<file path="config.mk">
export PLATFORM = sky130hd
export DESIGN_NAME = apb_master_bridge
export DESIGN_NICKNAME = d
export VERILOG_FILES = /design/src/rtl/apb_master_bridge.sv
export SDC_FILE = /design/constraint.sdc
export NUM_CORES = 1
export LEC_CHECK = 0
export ABC_AREA = 1
export CORE_ASPECT_RATIO = 1.5
export CORE_UTILIZATION = 30
export CTS_CLUSTER_SIZE = 40
export DETAILED_ROUTE_END_ITERATION = 8
export GPL_TIMING_DRIVEN = 0
export PLACE_DENSITY = 0.66
export SLEW_MARGIN = 5
export SYNTH_ARGS = -nofsm -noshare
export SYNTH_HDL_FRONTEND = slang
export SYNTH_SLANG_ARGS = --single-unit
</file>
<file path="constraint.sdc">
create_clock -name pclk -period 1.97 [get_ports pclk]
set_input_delay 0.197 -clock pclk [delete_from_list [all_inputs] [get_ports pclk]]
set_output_delay 0.197 -clock pclk [all_outputs]
set_load 0.005 [all_outputs]
</file>
<file path="src/rtl/apb_master_bridge.sv">
// APB3 initiator: one valid/ready command becomes a single SETUP->ACCESS transfer, and the result returns on a valid/ready response.
// Minimum 4 cycles per command; a stalled response holds every rsp_* stable and keeps cmd_ready low.
module apb_master_bridge #(
    parameter int ADDR_W  = 12,
    parameter int DATA_W  = 32,
    parameter int TIMEOUT = 255
) (
    input  logic              pclk,
    input  logic              prst_n,
    input  logic              cmd_valid,
    output logic              cmd_ready,
    input  logic [ADDR_W-1:0] cmd_addr,
    input  logic              cmd_write,
    input  logic [DATA_W-1:0] cmd_wdata,
    output logic              rsp_valid,
    input  logic              rsp_ready,
    output logic [DATA_W-1:0] rsp_rdata,
    output logic              rsp_err,
    output logic              rsp_timeout,
    output logic [ADDR_W-1:0] paddr,
    output logic              psel,
    output logic              penable,
    output logic              pwrite,
    output logic [DATA_W-1:0] pwdata,
    input  logic [DATA_W-1:0] prdata,
    input  logic              pready,
    input  logic              pslverr
);

    localparam int CNT_W = (TIMEOUT > 0) ? $clog2(TIMEOUT + 1) : 1;
    // cnt_q holds n-1 during ACCESS cycle n, so the abort fires when it reaches TIMEOUT-1
    localparam logic [CNT_W-1:0] CNT_LAST = CNT_W'((TIMEOUT > 0) ? TIMEOUT - 1 : 0);
    localparam logic [CNT_W-1:0] CNT_MAX  = '1;

    typedef enum logic [1:0] {
        ST_IDLE,
        ST_SETUP,
        ST_ACCESS,
        ST_RESP
    } state_t;

    state_t            state_q,       state_d;
    logic [CNT_W-1:0]  cnt_q,         cnt_d;
    logic [ADDR_W-1:0] paddr_q,       paddr_d;
    logic [DATA_W-1:0] pwdata_q,      pwdata_d;
    logic              pwrite_q,      pwrite_d;
    logic              psel_q,        psel_d;
    logic              penable_q,     penable_d;
    logic              rsp_valid_q,   rsp_valid_d;
    logic [DATA_W-1:0] rsp_rdata_q,   rsp_rdata_d;
    logic              rsp_err_q,     rsp_err_d;
    logic              rsp_timeout_q, rsp_timeout_d;

    always_ff @(posedge pclk or negedge prst_n) begin
        if (!prst_n) begin
            state_q       <= ST_IDLE;
            cnt_q         <= '0;
            paddr_q       <= '0;
            pwdata_q      <= '0;
            pwrite_q      <= 1'b0;
            psel_q        <= 1'b0;
            penable_q     <= 1'b0;
            rsp_valid_q   <= 1'b0;
            rsp_rdata_q   <= '0;
            rsp_err_q     <= 1'b0;
            rsp_timeout_q <= 1'b0;
        end else begin
            state_q       <= state_d;
            cnt_q         <= cnt_d;
            paddr_q       <= paddr_d;
            pwdata_q      <= pwdata_d;
            pwrite_q      <= pwrite_d;
            psel_q        <= psel_d;
            penable_q     <= penable_d;
            rsp_valid_q   <= rsp_valid_d;
            rsp_rdata_q   <= rsp_rdata_d;
            rsp_err_q     <= rsp_err_d;
            rsp_timeout_q <= rsp_timeout_d;
        end
    end

    always_comb begin
        state_d       = state_q;
        cnt_d         = cnt_q;
        paddr_d       = paddr_q;
        pwdata_d      = pwdata_q;
        pwrite_d      = pwrite_q;
        psel_d        = psel_q;
        penable_d     = penable_q;
        rsp_valid_d   = rsp_valid_q;
        rsp_rdata_d   = rsp_rdata_q;
        rsp_err_d     = rsp_err_q;
        rsp_timeout_d = rsp_timeout_q;

        case (state_q)
            ST_IDLE: begin
                if (cmd_valid) begin
                    paddr_d   = cmd_addr;
                    pwrite_d  = cmd_write;
                    pwdata_d  = cmd_write ? cmd_wdata : '0;
                    psel_d    = 1'b1;
                    penable_d = 1'b0;
                    state_d   = ST_SETUP;
                end
            end
            ST_SETUP: begin
                penable_d = 1'b1;
                cnt_d     = '0;
                state_d   = ST_ACCESS;
            end
            ST_ACCESS: begin
                if (pready) begin
                    rsp_rdata_d   = pwrite_q ? '0 : prdata;
                    rsp_err_d     = pslverr;
                    rsp_timeout_d = 1'b0;
                    rsp_valid_d   = 1'b1;
                    psel_d        = 1'b0;
                    penable_d     = 1'b0;
                    state_d       = ST_RESP;
                end else if ((TIMEOUT != 0) && (cnt_q == CNT_LAST)) begin
                    rsp_rdata_d   = '0;
                    rsp_err_d     = 1'b1;
                    rsp_timeout_d = 1'b1;
                    rsp_valid_d   = 1'b1;
                    psel_d        = 1'b0;
                    penable_d     = 1'b0;
                    state_d       = ST_RESP;
                end else if (cnt_q != CNT_MAX) begin
                    cnt_d = cnt_q + CNT_W'(1);
                end
            end
            ST_RESP: begin
                if (rsp_ready) begin
                    rsp_valid_d = 1'b0;
                    state_d     = ST_IDLE;
                end
            end
            default: state_d = ST_IDLE;
        endcase
    end

    assign cmd_ready   = (state_q == ST_IDLE);
    assign paddr       = paddr_q;
    assign pwdata      = pwdata_q;
    assign pwrite      = pwrite_q;
    assign psel        = psel_q;
    assign penable     = penable_q;
    assign rsp_valid   = rsp_valid_q;
    assign rsp_rdata   = rsp_rdata_q;
    assign rsp_err     = rsp_err_q;
    assign rsp_timeout = rsp_timeout_q;

endmodule
</file>
* Word-level counts from Yosys, hierarchy flattened
Cells that the tools add are included.
** Operators by class
- Equality and inequality tests :: 11
- Reductions and logical operators :: 13
- Add/subtract/negate cells :: 1
- Multiplexer cells :: 25
** Operator list (count)
- 32-bit two-way mux :: 4
- 8-bit two-way mux :: 3
- 8-bit case mux with 2 select lines :: 1
- 3-bit AND reduction :: 4
- 2-bit != test (second input constant) :: 5
- 1-bit two-way mux :: 9
- 8-bit by 1-bit adder with 8-bit output (second input constant) :: 1
- 8-bit == test (second input constant) :: 1
- 2-bit two-way mux :: 4
- 8-bit != test (second input constant) :: 1
- 2-bit case mux with 4 select lines :: 1
- 2-bit nonzero test :: 4
- 2-bit == test (second input constant) :: 2
- 1-bit case mux with 2 select lines :: 2
- 2-bit AND reduction :: 2
- 4-bit AND reduction :: 1
- 3-bit != test (second input constant) :: 1
- 1-bit case mux with 3 select lines :: 1
- 3-bit nonzero test :: 1
- 2-bit by 1-bit == test with 1-bit output (second input constant) :: 1
- 2-bit logical NOT :: 1
** Storage, ports and cells
- Logic and storage cells :: 61
- Input port bits :: 83
- Output and inout bits :: 83
- Register bits after elaboration :: 92

* Logic depth before layout (Yosys ltp)
Gate-level depths: netlist (run 1).
- Depth after elaboration :: 5
- Gate-level depth with buffers :: 10

* Worst setup path after synthesis (run 1)
Ideal clock, no wire load.
- Path kind :: register to register
- Start point :: register state_q[0]
- End point :: register pwdata_q[14] (netlist: pwdata[14])
- Period minus slack after synthesis :: 1.504 ns
- Slack :: 0.466 ns
- Library setup time :: 0.083 ns
- Arrival time :: 1.422 ns
- Cell stages (with the launch flop) :: 8
- Path buffers :: 2
- Path through :: dfrtp_1 -> inv_1 -> ha_1 -> nand2_1 -> buf_2 -> clkbuf_1 -> nand2_1 -> o21ai_0
** On the way
- Longest elaborated chain between the ends :: 2
** RTL lines
- from (decl) :: RTL line 42 : state_t state_q, state_d;
- from (signal assigned) :: RTL line 68 : state_q <= state_d;
- 2-bit logical NOT
- net cmd_ready :: RTL line 11 : output logic cmd_ready,
- 2-bit AND reduction (no source line)
- to (signal assigned) :: RTL line 71 : pwdata_q <= pwdata_d;
- to (decl) :: RTL line 45 : logic [DATA_W-1:0] pwdata_q, pwdata_d;
The timed path passes the listed nets, and every way through them passes these cells.
A chain may end at the register's enable or synchronous reset.

* Worst setup path after layout (run 1)
- Start point :: register state_q[0]
- End point :: output cmd_ready
** On the way
- Longest elaborated chain between the ends :: 1
** RTL lines
- 2-bit logical NOT :: RTL line 142 : assign cmd_ready = (state_q == ST_IDLE);
- to (decl) :: RTL line 11
Every way passes these cells.

==> impl_results.md, run 1 <==
- Status: completed
- Initial antenna violation count: 0
- Core area: about 13000 µm²
- Root Buffer: clkbuf_16
- Later-pin clock latency in the skew report: roughly 0.33 ns
- Comb pwr share: between 40 and 50%
- Number of buffer and inverter stages on the critical path: 2
- H-Tree Level Count: 3
- Area grow syn2layout: 53.4%
- Min Clock Period, post-route: 1.85 ns
- P_int: between 5 and 6 mW
- Synth Cell Area: between 4000 and 5000 µm²
- Pre-CTS setup slack: 0.0533 ns
- # diodes: 0
- Mapped Cells: around 480
- Die Ht: 144 µm
- Sw power: about 2.7 mW
- Worst IR drop on VDD: between 0.5 and 0.6 mV
- Routed WL: roughly 11000 µm
- GRT overflow: 0
- CP top delay family: buffers and inverters
- YS warnings: 0
- GR Util met1: between 10% and 20%
- Top Usage Layer GRT: met2
- Critical path, cell by cell: inv_1 -> ha_1 -> clkdlybuf4s50_1
- WL/cell: 13.1 µm
- Fin nets: between 700 and 800
- IO buf count: 164
- GP Congestion: around 0.8
- Fin. Hold Viols: 0
- Die footprint: 14000 µm²
- Syn Area/Cell: 8.51 µm²
- Switch share: 33.0%
- Leak pwr: 2.93 nW
- Crit end category: primary output
- Worst Skew: 0.00632 ns
- Post-synthesis sequential area ratio: 56.9%
- Largest net degree at the start of global routing: between 40 and 50
- Data arrival, critical path: around 1.7 ns
- GRT Total Usage: 15.7%
- Register Area: around 2300 µm²
- Vias in the first global route: between 3000 and 4000
- TNS Setup: 0 ns
- Postcts setup bufs: 0
- CTS tree: built
- Via Count: between 3000 and 4000
- CP required: between 1.5 and 2 ns
- Max-Cap Viols: 0
- Via-per-instance ratio: approximately 4.5
- Drt first pass iters: 4
- RSZ-0062 raised after global routing: no
- CP max-delay cell: clkdlybuf4s50_1
- Met2 usage: around 28%
- Crit path max fanout: 5
- Initial Util: 30.9%
- Clock buffer count from CTS: 9
- Remaining DRCs: 0
- DRT antenna net count: 0
- Worst-path clk slew: 0.07 ns
- Final WS setup: 0.119 ns
- Post-route clock period utilization: around 94%
- Io pins: ~170
- Std cell rows: just over 50
- #FFs+latches synth: between 90 and 100
- WS Path Type: reg2out
- Startpoint Class: register
- First-pass GRT wire length: approximately 18000 µm
- Final Setup Violations: 0
- DP Wirelength: 8130 µm
- Initial DRC Count: between 100 and 150
- Hold crit path type: in2reg
- Commonest non-fill, non-tap cell in the layout: nand2_1
- Grt met3 use: around 4.8%
- Max Transition Viols Final: 0
- Register share of total power: 37.6%
- Synth unique cells: 25
- Clock share of power: 19.8%
- Die W: between 90 and 100 µm
- Post-Syn Nets: between 500 and 600
- Max Freq: ~540 MHz
- CTS Buffer Depth: 2
- PD cells: roughly 1300 nW/µm²
- Area taken by multi-input logic gates: approximately 1500 µm²
- Most frequent cells in the layout: nand2_1 (225), clkdlybuf4s50_1 (163), dfrtp_1 (92)
- Slew HR: between 50% and 60%
- Clk sinks: between 90 and 100
- Max incr delay on CP: between 0.5 and 0.6 ns
- Ratio of cells with drive above 1 in the final layout: approximately 6.7%
- Fillcell total: around 1300
- Worst-Margin Slew: between 0.6 and 0.7 ns
timing repair:
item,in CTS,in global routing
endpoints found under the setup margin,0,20
resized for setup,0,4
endpoints found under the hold margin,45,0
hold buffers,1,0
cell type report:
type,instances,share of cell area (%)
buffer,22,2.26
sequential,92,37.1
clock buffer,10,3.85
tap,159,3.21
clock inverter,6,0.746
timing repair buffer,166,27.0
multi-input combinational,344,24.8
inverter,16,0.968
worst reg2reg max path: cells and delay by family (launching register included):
kind / cells / cell delay [ns]
buffers and inverters: 2 / 0.28
AND/OR/NAND/NOR: 5 / 0.75
adder cells (fa/ha/maj): 1 / 0.20
flip-flops: 1 / 0.43
logic make-up after synthesis:
group	Yosys count	synth area share, %
and+or+nand+nor	299	30.6
DFF	92	56.9
buffers and inverters	39	4.98
AOI/OAI and AO/OA	35	4.52
adders and majority gates	8	2.48
xor gates and xnor gates	2	0.433
final timing paths:
kind / depth (start not counted) / to / slack (ns) / startpoint
max in group asynchronous: 3 / pwdata[27] / 0.91 / prst_n
worst max-delay path: 3 / cmd_ready / 0.12 / state_q[0]
worst min-delay path: 3 / pwdata[2] / 0.16 / cmd_write
worst max register to register: 8 / cnt_q[6] / 0.26 / state_q[0]
min in group asynchronous: 2 / rsp_valid / 0.42 / prst_n
worst min register to register: 2 / penable / 0.48 / penable
through the flow:
step | instance area [µm²] | instances | utilization, % | hold WS, ns | total power [mW]
after floorplan | 4040 | 475 | - | -0.0986 | 4.54
after global placement | 5880 | 798 | 45.0 | 0.461 | 6.63
after detailed placement | 5910 | 799 | 45.2 | 0.253 | 6.72
after CTS | 6200 | 816 | 47.4 | 0.161 | 8.44
after global routing | 6200 | 815 | 47.4 | 0.196 | 8.95
final | 6200 | 815 | 47.4 | 0.163 | 8.28
routing by layer:
layer / wire [µm] / vias up / share of wire [%]
li1: - / 1838 / -
met1: 4290 / 1677 / 40
met2: 5470 / 127 / 51
met3: 712 / 11 / 6.7
met4: 164 / 0 / 1.5
met5: 0 / - / 0
synth_stat cells:
library cell  count  area [µm²]
o21ai_0          32         160
nor2_2            2        12.5
inv_1            15        56.3
nand4_1           3        18.8
clkbuf_1         11        41.3
nor3b_1           1        7.51
buf_2             5        25.0
o211ai_1          1        7.51
nor2_4            1        11.3
dfrtp_1          92        2300
clkinv_1          1        3.75
nand3_1          41         205
xnor2_1           1        8.76
nor2_1           17        63.8
nand3_2           1        10.0
o21bai_1          1        7.51
or2_2             2        12.5
ha_1              8         100
xor2_1            1        8.76
nand2_2           3        18.8
nand2_1         225         845
buf_4             1        7.51
nand2_4           3        33.8
o21a_1            1        7.51
buf_6             6        67.6
registers in the layout (all words and copies together) (netlist names):
name	flops
pwdata	32
rsp_rdata	32
paddr	12
cnt_q	8
state_q	2
penable	1
psel	1
pwrite	1
rsp_err	1
rsp_timeout	1
rsp_valid	1
power by group through the flow:
stage | Sequential [mW] | Clock [mW] | Combinational (mW)
after floorplan | 3.16 | 0 | 1.38
after global placement | 3.11 | 0 | 3.52
after detailed placement | 3.14 | 0 | 3.58
after CTS | 3.12 | 1.72 | 3.61
after global routing | 3.22 | 1.80 | 3.93
final | 3.11 | 1.64 | 3.52
(Power assumes the default switching activity.)
==> run 2, diff against run 1 <==
- SLEW_MARGIN: 5 -> 25
==> run 2 against run 1 <==
Maximum frequency is 0.15% higher. Clock-buffer cell count stayed put. Clock power hardly changed. Power decreased by 0.16%. Register-to-register slack lost 0.02 ns. Non-clock buffer count up 1. First-iteration DRC count decreased by 9.1%. Worst hold slack better by 0.011 ns. Sequential power is essentially flat. Wire length grew 0.43%. Flip-flop and latch count is the same. Combinational power barely moved.
==> impl_results.md, run 2 (same netlist as run 1, synthesis figures left out) <==
- Status: completed
- DP Wirelength: 8110 µm (-0.31%)
- IO buf count: 164 (unchanged)
- # diodes: 0 (unchanged)
- Root Buffer: clkbuf_16
- Remaining DRCs: 0 (unchanged)
- CP top delay family: buffers and inverters
- CTS tree: built
- Reg2reg path depth: 7 (-1)
- DRT antenna net count: 0 (unchanged)
- Area grow syn2layout: 53.4% (about the same)
- Std cell rows: 51 (unchanged)
- Die Ht: 144 µm (unchanged)
- Final Setup Violations: 0 (unchanged)
- Via Count: 3636 (-0.47%)
- Worst Skew: 0.00543 ns (-0.000887 ns)
- Leak pwr: 2.93 nW (about the same)
- Vias in the first global route: 3702 (+1.8%)
- Die W: 96.8 µm (unchanged)
- Hold WS: 0.174 ns (+0.0113 ns)
- Slew HR: 67.2% (+8.4 points)
- WL/cell: 13.1 µm (+0.43%)
- Routed WL: 10700 µm (+0.43%)
- R2r setup slk: 0.24 ns (-0.02 ns)
- First-pass GRT wire length: 17600 µm (-0.47%)
- Max Transition Viols Final: 0 (unchanged)
- Initial antenna violation count: 0 (unchanged)
- Startpoint Class: register
- P_int: 5.54 mW (-0.15%)
- Core area: 13100 µm² (unchanged)
- Reg-to-reg endpoint: paddr[7]
- PD cells: 1330 nW/µm² (-0.14%)
- Ratio of cells with drive above 1 in the final layout: 6.55% (-0.15 points)
- Worst-Margin Slew: 0.493 ns (-0.126 ns)
- Clock share of power: 19.6% (-0.2 points)
- Via-per-instance ratio: 4.46 (-0.47%)
- Hold crit path type: in2reg
- WS Path Type: reg2out
- RSZ-0062 raised after global routing: no
- Die footprint: 14000 µm² (unchanged)
- Crit path max fanout: 5 (unchanged)
- Drt first pass iters: 4 (unchanged)
- CTS Buffer Depth: 2 (unchanged)
- Later-pin clock latency in the skew report: 0.34 ns (about the same)
- Critical path startpoint: state_q[1]
- CP required: 1.77 ns (about the same)
- Initial Util: 30.9% (unchanged)
- Comb pwr share: 42.7% (about the same)
- Max-Cap Viols: 0 (unchanged)
- Data arrival, critical path: 1.65 ns (about the same)
- Reg2reg start: state_q[1]
- Number of buffer and inverter stages on the critical path: 2 (unchanged)
- Worst setup path end: cmd_ready
- Most frequent cells in the layout: nand2_1 (225), clkdlybuf4s50_1 (163), dfrtp_1 (92)
- Initial DRC Count: 120 (-9.1%)
- Fillcell total: 1252 (-0.32%)
- Worst IR drop on VDD: 0.588 mV (-0.72%)
- Commonest non-fill, non-tap cell in the layout: nand2_1
- Switch share: 33.0% (about the same)
- Fin. Hold Viols: 0 (unchanged)
- Levels on crit path: 3 (unchanged)
- Fin nets: 743 (+0.13%)
- Min Clock Period, post-route: 1.85 ns (-0.00280 ns)
- Max Freq: 541 MHz (+0.15%)
- Sw power: 2.72 mW (-0.20%)
- Clk sinks: 92 (unchanged)
- Worst-path clk slew: 0.07 ns (about the same)
- GP Congestion: 0.802 (unchanged)
- Final instance count without filler cells: 815 (unchanged)
- Clock buffer count from CTS: 9 (unchanged)
- Crit end category: primary output
- GRT Total Usage: 15.5% (-0.21 points)
- GRT overflow: 0 (unchanged)
- H-Tree Level Count: 3 (unchanged)
- Cell count after placement: 799 (unchanged)
- Io pins: 166 (unchanged)
- Max incr delay on CP: 0.54 ns (about the same)
- Critical path, cell by cell: inv_1 -> ha_1 -> clkdlybuf4s50_1
- Post-route clock period utilization: 93.8% (-0.14 points)
- Largest net degree at the start of global routing: 48 (unchanged)
- Register share of total power: 37.7% (about the same)
- HP Start: cmd_write
- CP max-delay cell: clkdlybuf4s50_1
run 2: cell count changes in the layout (fill, tap and decap cells not counted), sizes merged:
| cell | before | now |
|---|---|---|
| clkbuf | 20 | 21 |
| inv | 17 | 16 |
run 2: stage by stage:
stage | util (%) | worst slack [ns] | setup TNS [ns] | instance area (µm²) | total power, mW
floorplan | - | 0.466 | 0 | 4040 | 4.54
global placement | 45.0 | -2.75 | -252.81 | 5880 | 6.63
detailed placement | 45.2 | 0.0592 | 0 | 5910 | 6.72
CTS | 47.4 | 0.0344 | 0 | 6200 | 8.40
global route | 47.4 | 0.0197 | 0 | 6200 | 8.92
finish | 47.4 | 0.122 | 0 | 6200 | 8.27
run 2: worst reg2reg max path, stage by stage, from the launching register on:
cell and delay, ns:
dfrtp_1 0.44, inv_1 0.12, ha_1 0.22, nand2_1 0.18, inv_1 0.17, clkbuf_1 0.35, nand2_1 0.12, nand2_1 0.08
run 2: area by class of cell:
cell class	count	area, µm²	area share, %
clock inverter	5	37.5	0.605
buffer	23	144	2.32
multi-input combinational	344	1540	24.8
sequential	92	2300	37.1
clock buffer	10	239	3.85
inverter	16	60.1	0.969
tap	159	199	3.21
timing repair buffer	166	1680	27.1
run 2: per-layer routing:
layer	vias up	global-route usage (%)	wire length, µm
li1	1834	-	-
met1	1670	17.6	4300
met2	119	27.8	5520
met3	13	4.40	687
met4	0	5.66	170
met5	-	0	0
run 2: power groups by stage:
| stage | registers [mW] | logic (mW) | clock network [mW] |
|---|---|---|---|
| detailed placement | 3.14 | 3.58 | 0 |
| global route | 3.22 | 3.94 | 1.76 |
| finish | 3.12 | 3.53 | 1.62 |
| CTS | 3.12 | 3.61 | 1.68 |
| global placement | 3.11 | 3.52 | 0 |
| floorplan | 3.16 | 1.38 | 0 |
run 2: worst min path at each step:
stage / end / cells after the start / slack [ns]
3_5_place_dp: rsp_valid / 1 / 0.16
4_1_cts: pwdata[0] / 3 / 0.16
2_1_floorplan: cnt_q[0] / 0 / -0.1
3_3_place_gp: rsp_rdata[31] / 2 / 0.46
6_report: pwdata[0] / 3 / 0.17
5_1_grt: pwdata[0] / 3 / 0.17
run 2: repair_timing:
item                       in CTS  in global routing
resized for setup               0                  4
setup buffers                   0                  0
hold buffers                    1                  0
setup endpoints to repair       0                 20
hold endpoints to repair       45                  0
